<file path="src/rtl/grid_cursor_picker.sv">
// grid_cursor_picker
//   Moves a cursor over a ROWS x COLS tile grid. Held direction keys
//   auto-repeat. A select key picks two tiles, and the pair is handed to the
//   match-check logic over a valid/ready handshake.
// Ports
//   clk, rst              clock, asynchronous active-high reset
//   up/down/left/right    debounced direction levels
//   sel                   select level; only its rising edge acts
//   cancel                drops a held first pick (level)
//   cur_bus / cur_idx     cursor position, one-hot (bit=row*COLS+col) and binary
//   pick_bus              one-hot first pick, zero when nothing is held
//   pair_valid/a/b        picked pair towards the match logic
//   pair_ready            consumer accepts the pair
module grid_cursor_picker #(
    parameter int ROWS          = 6,
    parameter int COLS          = 6,
    parameter int WRAP          = 1,
    parameter int START_IDX     = 0,
    parameter int REPEAT_DELAY  = 16,
    parameter int REPEAT_PERIOD = 4,
    localparam int N  = ROWS * COLS,
    localparam int IW = $clog2(N)
) (
    input  logic          clk,
    input  logic          rst,
    input  logic          up,
    input  logic          down,
    input  logic          left,
    input  logic          right,
    input  logic          sel,
    input  logic          cancel,
    output logic [N-1:0]  cur_bus,
    output logic [IW-1:0] cur_idx,
    output logic [N-1:0]  pick_bus,
    output logic          pair_valid,
    output logic [IW-1:0] pair_a,
    output logic [IW-1:0] pair_b,
    input  logic          pair_ready
);

    localparam int RW   = $clog2(ROWS);
    localparam int CLW  = $clog2(COLS);
    localparam int RMAX = (REPEAT_DELAY > REPEAT_PERIOD) ? REPEAT_DELAY : REPEAT_PERIOD;
    localparam int CW   = $clog2(RMAX + 1);

    localparam logic [RW-1:0]  START_ROW = RW'(START_IDX / COLS);
    localparam logic [CLW-1:0] START_COL = CLW'(START_IDX % COLS);
    localparam logic [RW-1:0]  LAST_ROW  = RW'(ROWS - 1);
    localparam logic [CLW-1:0] LAST_COL  = CLW'(COLS - 1);

    typedef enum logic [1:0] {IDLE, ONE, PAIR} state_t;

    state_t          state_q, state_d;
    logic [RW-1:0]   row_q, row_d;
    logic [CLW-1:0]  col_q, col_d;
    logic [3:0]      dir_q, dir_d;
    logic [CW-1:0]   cnt_q, cnt_d;
    logic            sel_q, sel_d;
    logic [N-1:0]    cur_bus_q, cur_bus_d;
    logic [IW-1:0]   cur_idx_q, cur_idx_d;
    logic [N-1:0]    pick_bus_q, pick_bus_d;
    logic            pair_valid_q, pair_valid_d;
    logic [IW-1:0]   pair_a_q, pair_a_d;
    logic [IW-1:0]   pair_b_q, pair_b_d;

    logic step;
    logic sel_rise;

    // Move decision and row/column update. Row and column are kept apart so
    // the binary index is a constant multiply-add, never a divide.
    always_comb begin
        dir_d = {up, down, left, right};
        step  = 1'b0;
        cnt_d = cnt_q;
        if (dir_d == 4'b0000) begin
            cnt_d = '0;
        end else if (dir_d != dir_q) begin
            step  = 1'b1;
            cnt_d = CW'(REPEAT_DELAY);
        end else if (cnt_q <= CW'(1)) begin
            step  = 1'b1;
            cnt_d = CW'(REPEAT_PERIOD);
        end else begin
            cnt_d = cnt_q - CW'(1);
        end

        row_d = row_q;
        col_d = col_q;
        if (step) begin
            if (up && !down)
                row_d = (row_q == '0) ? ((WRAP != 0) ? LAST_ROW : row_q) : row_q - RW'(1);
            else if (down && !up)
                row_d = (row_q == LAST_ROW) ? ((WRAP != 0) ? '0 : row_q) : row_q + RW'(1);
            if (left && !right)
                col_d = (col_q == '0) ? ((WRAP != 0) ? LAST_COL : col_q) : col_q - CLW'(1);
            else if (right && !left)
                col_d = (col_q == LAST_COL) ? ((WRAP != 0) ? '0 : col_q) : col_q + CLW'(1);
        end

        cur_idx_d = IW'(int'(row_d) * COLS + int'(col_d));
        cur_bus_d = N'(1) << cur_idx_d;
    end

    // Pick FSM. It samples the registered (pre-move) cursor, so a move and a
    // select in the same cycle pick the tile the user was looking at.
    always_comb begin
        sel_d        = sel;
        sel_rise     = sel & ~sel_q;
        state_d      = state_q;
        pick_bus_d   = pick_bus_q;
        pair_valid_d = pair_valid_q;
        pair_a_d     = pair_a_q;
        pair_b_d     = pair_b_q;
        case (state_q)
            IDLE: begin
                if (sel_rise) begin
                    pair_a_d   = cur_idx_q;
                    pick_bus_d = cur_bus_q;
                    state_d    = ONE;
                end
            end
            ONE: begin
                if (cancel) begin
                    pick_bus_d = '0;
                    state_d    = IDLE;
                end else if (sel_rise) begin
                    if (cur_idx_q == pair_a_q) begin
                        pick_bus_d = '0;
                        state_d    = IDLE;
                    end else begin
                        pair_b_d     = cur_idx_q;
                        pair_valid_d = 1'b1;
                        state_d      = PAIR;
                    end
                end
            end
            PAIR: begin
                if (pair_ready) begin
                    pair_valid_d = 1'b0;
                    pick_bus_d   = '0;
                    state_d      = IDLE;
                end
            end
            default: state_d = IDLE;
        endcase
    end

    always_ff @(posedge clk or posedge rst) begin
        if (rst) begin
            state_q      <= IDLE;
            row_q        <= START_ROW;
            col_q        <= START_COL;
            dir_q        <= '0;
            cnt_q        <= '0;
            sel_q        <= 1'b0;
            cur_idx_q    <= IW'(START_IDX);
            cur_bus_q    <= N'(1) << START_IDX;
            pick_bus_q   <= '0;
            pair_valid_q <= 1'b0;
            pair_a_q     <= '0;
            pair_b_q     <= '0;
        end else begin
            state_q      <= state_d;
            row_q        <= row_d;
            col_q        <= col_d;
            dir_q        <= dir_d;
            cnt_q        <= cnt_d;
            sel_q        <= sel_d;
            cur_idx_q    <= cur_idx_d;
            cur_bus_q    <= cur_bus_d;
            pick_bus_q   <= pick_bus_d;
            pair_valid_q <= pair_valid_d;
            pair_a_q     <= pair_a_d;
            pair_b_q     <= pair_b_d;
        end
    end

    assign cur_bus    = cur_bus_q;
    assign cur_idx    = cur_idx_q;
    assign pick_bus   = pick_bus_q;
    assign pair_valid = pair_valid_q;
    assign pair_a     = pair_a_q;
    assign pair_b     = pair_b_q;

endmodule
</file>
<file path="config.mk">
export PLATFORM = sky130hd
export DESIGN_NAME = grid_cursor_picker
export DESIGN_NICKNAME = d
export VERILOG_FILES = /design/src/rtl/grid_cursor_picker.sv
export SDC_FILE = /design/constraint.sdc
export NUM_CORES = 1
export LEC_CHECK = 0
export CAP_MARGIN = 20
export CORE_UTILIZATION = 50
export CTS_BUF_LIST = sky130_fd_sc_hd__clkbuf_8
export CTS_CLUSTER_DIAMETER = 60
export DETAILED_ROUTE_END_ITERATION = 6
export PLACE_DENSITY = 0.78
export SKIP_CTS_REPAIR_TIMING = 1
export SLEW_MARGIN = 20
export SYNTH_ARGS = -nofsm -noshare
export SYNTH_HDL_FRONTEND = slang
export SYNTH_SLANG_ARGS = --single-unit
export TNS_END_PERCENT = 5
</file>
<file path="constraint.sdc">
create_clock -name clk -period 7.06 [get_ports clk]
set_input_delay 1.412 -clock clk [delete_from_list [all_inputs] [get_ports clk]]
set_output_delay 1.412 -clock clk [all_outputs]
set_load 0.01 [all_outputs]
</file>
**Word-level counts from Yosys, hierarchy flattened**

Cells that the tools add are included.

- Bits in registers: 109
- Output and inout port bits: 91
- Word-level logic and storage cells: 90
- Bits of input ports: 9

- Bitwise logic cells: 4
- Magnitude comparators: 1
- Eq/ne operators: 13
- Shift operators: 1
- $add $sub $neg: 6
- Reductions and logical operators: 19
- Muxes and demuxes: 33
- $mul: 1

Operators with widths:

| cell | count |
|---|---|
| 2-to-1 mux 36 bit | 5 |
| case mux 36 bit (3 select lines) | 1 |
| << shifter 1 x 6 -> 36 bit, first input constant | 1 |
| 2-to-1 mux 3 bit | 10 |
| 2-to-1 mux 5 bit | 3 |
| 2-to-1 mux 2 bit | 5 |
| != test 2 bit, second input constant | 5 |
| AND reduction 5 bit | 2 |
| 2-to-1 mux 1 bit | 7 |
| adder 3 x 1 -> 3 bit, second input constant | 2 |
| adder 6 x 3 -> 6 bit | 1 |
| equality test 3 bit, second input constant | 2 |
| equality test 6 bit | 1 |
| logical NOT 3 bit | 2 |
| != test 3 bit, second input constant | 2 |
| case mux 2 bit (3 select lines) | 1 |
| subtractor 3 x 1 -> 3 bit, second input constant | 2 |
| <= comparator 5 x 1 -> 1 bit, second input constant | 1 |
| multiplier 3 x 2 -> 5 bit, second input constant | 1 |
| subtractor 5 x 1 -> 5 bit, second input constant | 1 |
| logical AND 1 bit | 4 |
| logical NOT 1 bit | 4 |
| logical NOT 4 bit | 1 |
| != test 4 bit | 1 |
| other kinds (11) | 13 |

**Logic depth before layout (Yosys ltp)**

Gate-level depths: netlist (run 1).

- Depth after elaboration: 8
- Mapped depth: 18
- Depth with buffers taken out: 16

**Worst setup path before layout (run 1)**

Ideal clock, no wire load.

- Path kind: input to register
- Start point: in down
- End point: reg cur_bus_q[8], in the netlist cur_bus[8]
- Stages on the path: 15
- Path slack: 2.624 ns
- Buffers on the path: 2
- Arrival time: 4.361 ns
- Library setup time: 0.075 ns
- Cell sequence: buf_6 -> xnor2_1 -> and4_4 -> a21o_1 -> buf_6 -> or4_1 -> mux2i_1 -> nand2_1 -> nand3_1 -> ha_1 -> inv_1 -> fa_1 -> inv_1 -> or4_1 -> nor2_1

- Elaborated cells on any way between the ends: 14

RTL lines:

| what | RTL line | RTL |
|---|---|---|
| start: declaration | 27 | `input logic down,` |
| != test 4 bit | 77 | `end else if (dir_d != dir_q) begin` |
| 2-to-1 mux 1 bit | 77 |  |
| 2-to-1 mux 1 bit * | 75 | `if (dir_d == 4'b0000) begin` |
| 2-to-1 mux 3 bit * | 89 | `if (step) begin` |
| via col_d[1] | 55 | `logic [CLW-1:0] col_q, col_d;` |
| adder 6 x 3 -> 6 bit * | 100 | `cur_idx_d = IW'(int'(row_d) * COLS + int'(col_d));` |
| via cur_idx_d[2] | 60 | `logic [IW-1:0] cur_idx_q, cur_idx_d;` |
| << shifter 1 x 6 -> 36 bit * | 101 | `cur_bus_d = N'(1) << cur_idx_d;` |
| via cur_bus_d[8] | 59 | `logic [N-1:0] cur_bus_q, cur_bus_d;` |
| end signal: assignment | 157 | `cur_bus_q <= N'(1) << START_IDX;` |
| end signal: assignment | 170 | `cur_bus_q <= cur_bus_d;` |
| end: declaration | 59 |  |

Mark *: on every way through the listed nets, which the timed path passes. The rest lies on a longest branch.
A chain may end at the register's enable or synchronous reset.

**Worst setup path after layout (run 1)**

- Start point: in right
- End point: reg cur_bus_q[35], in the netlist cur_bus[35]

- Longest elaborated chain between the ends: 7
- Elaborated cells on any way between the ends: 14

Ends and longest elaborated chain:

| what | RTL line | RTL |
|---|---|---|
| start: declaration | 29 | `input logic right,` |
| != test 4 bit | 77 |  |
| 2-to-1 mux 1 bit | 77 |  |
| 2-to-1 mux 1 bit * | 75 |  |
| 2-to-1 mux 3 bit * | 89 |  |
| via row_d[1] | 54 | `logic [RW-1:0] row_q, row_d;` |
| multiplier 3 x 2 -> 5 bit * | 100 |  |
| adder 6 x 3 -> 6 bit * | 100 |  |
| via cur_idx_d[4] | 60 |  |
| << shifter 1 x 6 -> 36 bit * | 101 |  |
| via cur_bus_d[35] | 59 |  |

Marks and branches as above.

==> results_dict.tcl, run 1 <==
set metrics [dict create \
    placed_area_um2 5860 \
    postSynthCellCount 455 \
    initial_utilization 0.518 \
    cellLeakagePower_nw 2.83 \
    drt-met1-wl_um 4710 \
    synth.avg_cell_area_um2 10.5 \
    vias 3464 \
    die_x_um 99.8 \
    die_area_um2 9960 \
    routed.top_layer "met4" \
    drc 0 \
    grt_usage 0.218 \
    cp-start-kind "input port" \
    ff2ff_path_depth 14 \
    cpPeakStageDelay_ns 0.74 \
    gp_congestion 0.835 \
    dpl.hpwl_um 7320 \
    ys_ff_latch 108 \
    cp_max_fo 10 \
    grt_pass1_wl_um 16900 \
    synth_edf_count 0 \
    design_area_um2 6050 \
    drive_gt1_frac 0.0741 \
    via_per_inst 5.08 \
    ir_drop_uv 255 \
    wl_per_cell_um 14.7 \
    syn_nets 478 \
    io_buffers 99 \
    min_period_ns 5.12 \
    numCtsBuffers 9 \
    dr.pass1.iters 4 \
    cts_tree "done" \
    die_h_um 99.8 \
    multiInputGateArea_um2 1900 \
    hp-class "reg -> reg" \
    finalNonFillerCells 682 \
    grt_pass1_vias 3399 \
    antenna_cells 0 \
    cts_root_buffer "clkbuf_8" \
    antenna_found_initial 0 \
    num_rows 35 \
    path_clk_slew_ns 0.11 \
    cp.required_ns 7.33 \
    drv_slew 0 \
    rsz0062_at_grt "no" \
    critPathSlowestCell "clkdlybuf4s50_1" \
    layout.area.seq_um2 2700 \
    path_class "in -> reg" \
    ant_nets 0 \
    ys.flop_type "dfrtp_1" \
    fin_nets 572 \
    fin_tns_setup_ns 0 \
    grt_remaining_overflow 0 \
    core_area_um2 9240 \
    critical_path.cell_chain "clkdlybuf4s50_1, xnor2_1, and4_4, a21o_1, nor4_1, o21ai_0, and3_1, inv_1, ha_1, fa_1, nand2_1, xnor2_1, xor2_2, or2_1, nor3_1" \
    dp.cells 667 \
    cts_sinks 108 \
    cap_violations 0 \
    fmax_ghz 0.195 \
    cp.arrival_ns 5.39 \
    dr_wl_met3_um 395 \
    cp.depth 15 \
    synth.distinct_cells 50 \
    cts_max_level 3 \
    relSlewSlack 0.447 \
    clk_latency_ns 0.36 \
    crit_family "simple AND/OR/NAND/NOR gates" \
    finalHoldViolations 0 \
    p_per_area_nw_per_um2 488 \
    hold-path-cell-count 2 \
    drtIter0Drc 117 \
    max-clock-path-buffers 2 \
    worstSetupEndpointType "flip-flop" \
    finalCritPeriodShare 0.725 \
    worst_pin_slew_ns 0.830 \
    finalSetupViolCount 0 \
    cp.buffers_inverters 2 \
    synth-seq-area-share 0.565 \
    grt_max_degree 69 \
    fin_worst_skew_ns 0.0121 \
    syn_area_um2 4780 \
    wl_met2_um 4790 \
    outcome "complete, no violations" \
    fillers 751 \
    pin_count 100 \
    drt_wl_total_um 10000 \
    synthArstFlopShare 1.00 \
    syn_to_final_growth_pct 26.6 \
    cpMostUsedCell "xnor2_1" \
    yosys_warnings 0 \
]
placed cells by master, fill, tap and decap left out, drive strengths merged, types with 3 or more instances in the layout:
master         count
nor2b              5
xor2               5
clkdlybuf4s50     99
nand2             99
nand3b            36
mux2i              6
xnor2             16
a21o               3
a21oi              9
ha                12
nand2b             4
dfrtp            107
nor3              13
o21ai              9
clkbuf             9
mux2              11
nor2              48
and3               3
nand3              4
inv               22
registers in the layout, indices dropped and copies added (netlist names):
register and cells:
pair_a 6, cur_bus 36, dir_q 4, cur_idx 6, col_q 2, row_q 3, state_q 2, cnt_q 5
pair_valid 1, pick_bus 36, sel_q 1, pair_b 6
metrics by stage:
stage          total power, mW  utilization  setup WS (ns)  hold WS [ns]
2_1_floorplan             1.93            -           2.62         0.486
3_3_place_gp              2.52        0.632           1.75         0.450
3_5_place_dp              2.59        0.634           1.57         0.456
4_1_cts                   2.97        0.655           1.97         0.481
5_1_grt                   3.17        0.655           1.62         0.501
6_report                  2.95        0.655           1.94         0.475
cell type report:
| type | instances | area share |
|---|---|---|
| Multi-Input combinational cell | 309 | 0.314 |
| Clock buffer | 9 | 0.0205 |
| Tap cell | 129 | 0.0267 |
| Inverter | 20 | 0.0128 |
| Timing Repair Buffer | 101 | 0.167 |
| Sequential cell | 108 | 0.447 |
| Clock inverter | 6 | 0.0122 |
per-layer routing:
metal  GRT usage  vias up
met5           0        -
met4      0.0532        0
met3      0.0439       11
met2       0.352       90
met1       0.306     1684
li1            -     1679
cells in the mapped netlist, types with 2 or more instances:
master	count	area, um2
nand4_1	2	12.5
nor3_1	12	60.1
or4_1	2	15.0
o21ai_0	8	40.0
nor2_1	48	180
mux2_2	11	124
a21oi_1	9	45.0
dfrtp_1	107	2680
mux2i_1	3	30.0
and3_1	3	18.8
xor2_1	4	35.0
fa_1	2	40.0
a21o_1	3	22.5
buf_6	5	56.3
ha_1	12	150
nand3b_1	36	270
xnor2_1	15	131
inv_1	20	75.1
clkbuf_1	10	37.5
nand2_1	99	372
o22ai_1	2	12.5
nand3_1	4	20.0
nor2b_1	5	31.3
mux2i_2	2	27.5
or3_1	2	12.5
o221a_2	2	22.5
nand2b_1	4	25.0
report_power, final:
| group | internal, mW | switching (mW) | total (mW) |
|---|---|---|---|
| Combinational | 0.706 | 0.856 | 1.56 |
| Clock | 0.167 | 0.215 | 0.383 |
| Sequential | 0.838 | 0.171 | 1.01 |
| Total | 1.71 | 1.24 | 2.95 |
worst register-to-register path, delay by kind of cell (launching register included):
kind	cells	cell delay [ns]
xor+xnor	2	0.39
fa+ha+maj	3	1.04
flops	1	0.44
simple gates	5	0.97
compound gates	3	0.84
buf+inv	1	0.10
cell families after synthesis:
group | Yosys count | synth area share
fa+ha+maj | 14 | 0.0398
mux | 17 | 0.0426
compound gates | 34 | 0.0455
simple gates | 223 | 0.226
xor+xnor | 21 | 0.0416
flops | 108 | 0.565
buf+inv | 38 | 0.0387
path summary, 6_finish.rpt:
| kind | start | end | slack, ns |
|---|---|---|---|
| setup / recovery | right | cur_bus[35] | 1.94 |
| setup reg to reg | cnt_q[0] | cur_bus[35] | 3.17 |
| hold / removal | pick_bus[26] | pick_bus[26] | 0.48 |
| max in group asynchronous | rst | pick_bus[17] | 4.40 |
| hold reg to reg | pick_bus[26] | pick_bus[26] | 0.48 |
| min in group asynchronous | rst | pair_b[0] | 1.43 |
(Power assumes the default switching activity.)
==> inputs of run 2 (changes only) <==
- CORE_UTILIZATION: 50 -> 48
- PLACE_DENSITY: 0.78 -> 0.79
- clock period: 7.06 -> 4.4 ns (I/O delays scaled with it)
==> run 2 against run 1 <==
Sequential share of layout area decreased by 0.94 points. Worst setup slack got worse by 1.6 ns. Register-to-register slack got worse by 2.5 ns. Non-clock buffer count increased by 13. Total power increased by 65%. Clock-buffer cell count increased by 1. Global-route usage decreased by 0.94 points. Wire length increased by 1.5%. Critical path depth increased by 1. Via count increased by 1.9%. Die area increased by 4.1%. Critical path type unchanged.
==> results_dict.tcl, run 2 (synthesis gave the netlist of run 1 again) <==
set metrics [dict create \
    outcome "complete, no violations" \
    grt_usage 0.209 \
    dr.pass1.iters 4 \
    combPwrFrac 0.529 \
    finalHoldViolations 0 \
    clk_latency_ns 0.36 \
    initial_utilization 0.492 \
    ir_drop_uv 375 \
    clockPowerShare 0.139 \
    p_int_mw 2.88 \
    vias 3529 \
    dpl.hpwl_um 7340 \
    cts_max_level 3 \
    hp-class "reg -> reg" \
    finalSetupViolCount 0 \
    multiInputGateArea_um2 1900 \
    finalCritPeriodShare 0.930 \
    cts_sinks 108 \
    die_area_um2 10400 \
    num_rows 36 \
    cp.required_ns 4.63 \
    grt_pass1_vias 3417 \
    path_clk_slew_ns 0.10 \
    fmax_ghz 0.244 \
    die_x_um 102 \
    p_per_area_nw_per_um2 789 \
    drt_wl_total_um 10200 \
    power_frac_seq 0.332 \
    cts_root_buffer "clkbuf_8" \
    ant_nets 0 \
    whs_ns 0.473 \
    drtIter0Drc 158 \
    cap_violations 0 \
    syn_to_final_growth_pct 29.3 \
    swShare 0.410 \
    relSlewSlack 0.462 \
    worstSetupEndpointType "flip-flop" \
    cp-start-kind "input port" \
    fin_nets 585 \
    cellLeakagePower_nw 2.90 \
    cp_max_fo 8 \
    min_period_ns 4.09 \
    cts_tree "done" \
    cp.arrival_ns 4.32 \
    antenna_cells 0 \
    fin_worst_skew_ns 0.0109 \
    fillers 770 \
    path_class "in -> reg" \
    io_buffers 99 \
    die_h_um 102 \
    drv_slew 0 \
    p_sw_mw 2.00 \
    grt_max_degree 66 \
    layout.area.seq_um2 2700 \
    drive_gt1_frac 0.0952 \
    final_cell_mix "dfrtp_1 (107), nand2_1 (99), clkdlybuf4s50_1 (99)" \
    grt_remaining_overflow 0 \
    rsz0062_at_grt "no" \
    gp_congestion 0.832 \
    worst_pin_slew_ns 0.807 \
    final_common_cell "dfrtp_1" \
    core_area_um2 9730 \
    post-route-util 0.636 \
    via_per_inst 5.04 \
    numCtsBuffers 9 \
    wl_per_cell_um 14.5 \
    antenna_found_initial 0 \
    grt_pass1_wl_um 16700 \
    drc 0 \
    max-clock-path-buffers 2 \
    pin_count 100 \
]
==> run 2: worst max-delay path, stage by stage <==
cell and delay [ns]:
clkdlybuf4s50_1 0.43, xnor2_1 0.15, and4_4 0.21, a21o_1 0.21, or4_1 0.45, mux2i_1 0.15, nand2_1 0.07, nand3_1 0.10
ha_1 0.18, inv_1 0.06, fa_1 0.40, nand2b_1 0.22, xnor2_1 0.24, a21oi_1 0.09, mux2i_2 0.37, nor2_1 0.12
==> run 2: metrics by stage <==
stage	power [mW]	instances	setup slack [ns]	setup TNS [ns]	cell area (um2)
2_1_floorplan	3.09	455	0.496	0	4780
3_3_place_gp	4.11	684	0.131	0	5950
3_5_place_dp	4.19	684	-0.0320	-0.133	5950
4_1_cts	4.89	700	0.341	0	6180
5_1_grt	5.22	700	0.0769	0	6180
6_report	4.88	700	0.309	0	6180
==> run 2: layout make-up <==
cell class                      count  area share
Timing Repair Buffer              114       0.178
Multi-Input combinational cell    309       0.307
Sequential cell                   108       0.437
Clock inverter                      6      0.0156
Tap cell                          133      0.0269
Inverter                           20      0.0125
Clock buffer                       10      0.0223
==> run 2: routing by layer <==
layer	vias to the layer above	routed length, um	global-route usage
met1	1745	4480	0.269
li1	1702	-	-
met5	-	0	0
met4	0	150	0.0791
met3	14	294	0.0315
met2	68	5230	0.359
==> run 2: worst paths after layout <==
path	start	to	slack, ns	cells after the start
setup / recovery	down	cur_bus[21]	0.31	16
hold / removal	pick_bus[30]	pick_bus[30]	0.47	2
setup reg to reg	cnt_q[0]	cur_bus[21]	0.69	15
hold reg to reg	pick_bus[30]	pick_bus[30]	0.47	2
max in group asynchronous	rst	cur_bus[0]	2.52	3
min in group asynchronous	rst	pair_b[4]	1.02	2
==> run 2: power by group through the flow <==
stage | logic (mW) | clock network [mW] | registers, mW
after floorplan | 1.37 | 0 | 1.73
after global placement | 2.48 | 0 | 1.62
after detailed placement | 2.56 | 0 | 1.63
after CTS | 2.58 | 0.696 | 1.62
after global routing | 2.82 | 0.737 | 1.67
final | 2.58 | 0.678 | 1.62
==> inputs of run 3 (changes only) <==
- SKIP_LAST_GASP: unset -> 1
==> results of run 3 <==
Same layout as run 2: the final DEF is identical, and so are final timing and power.
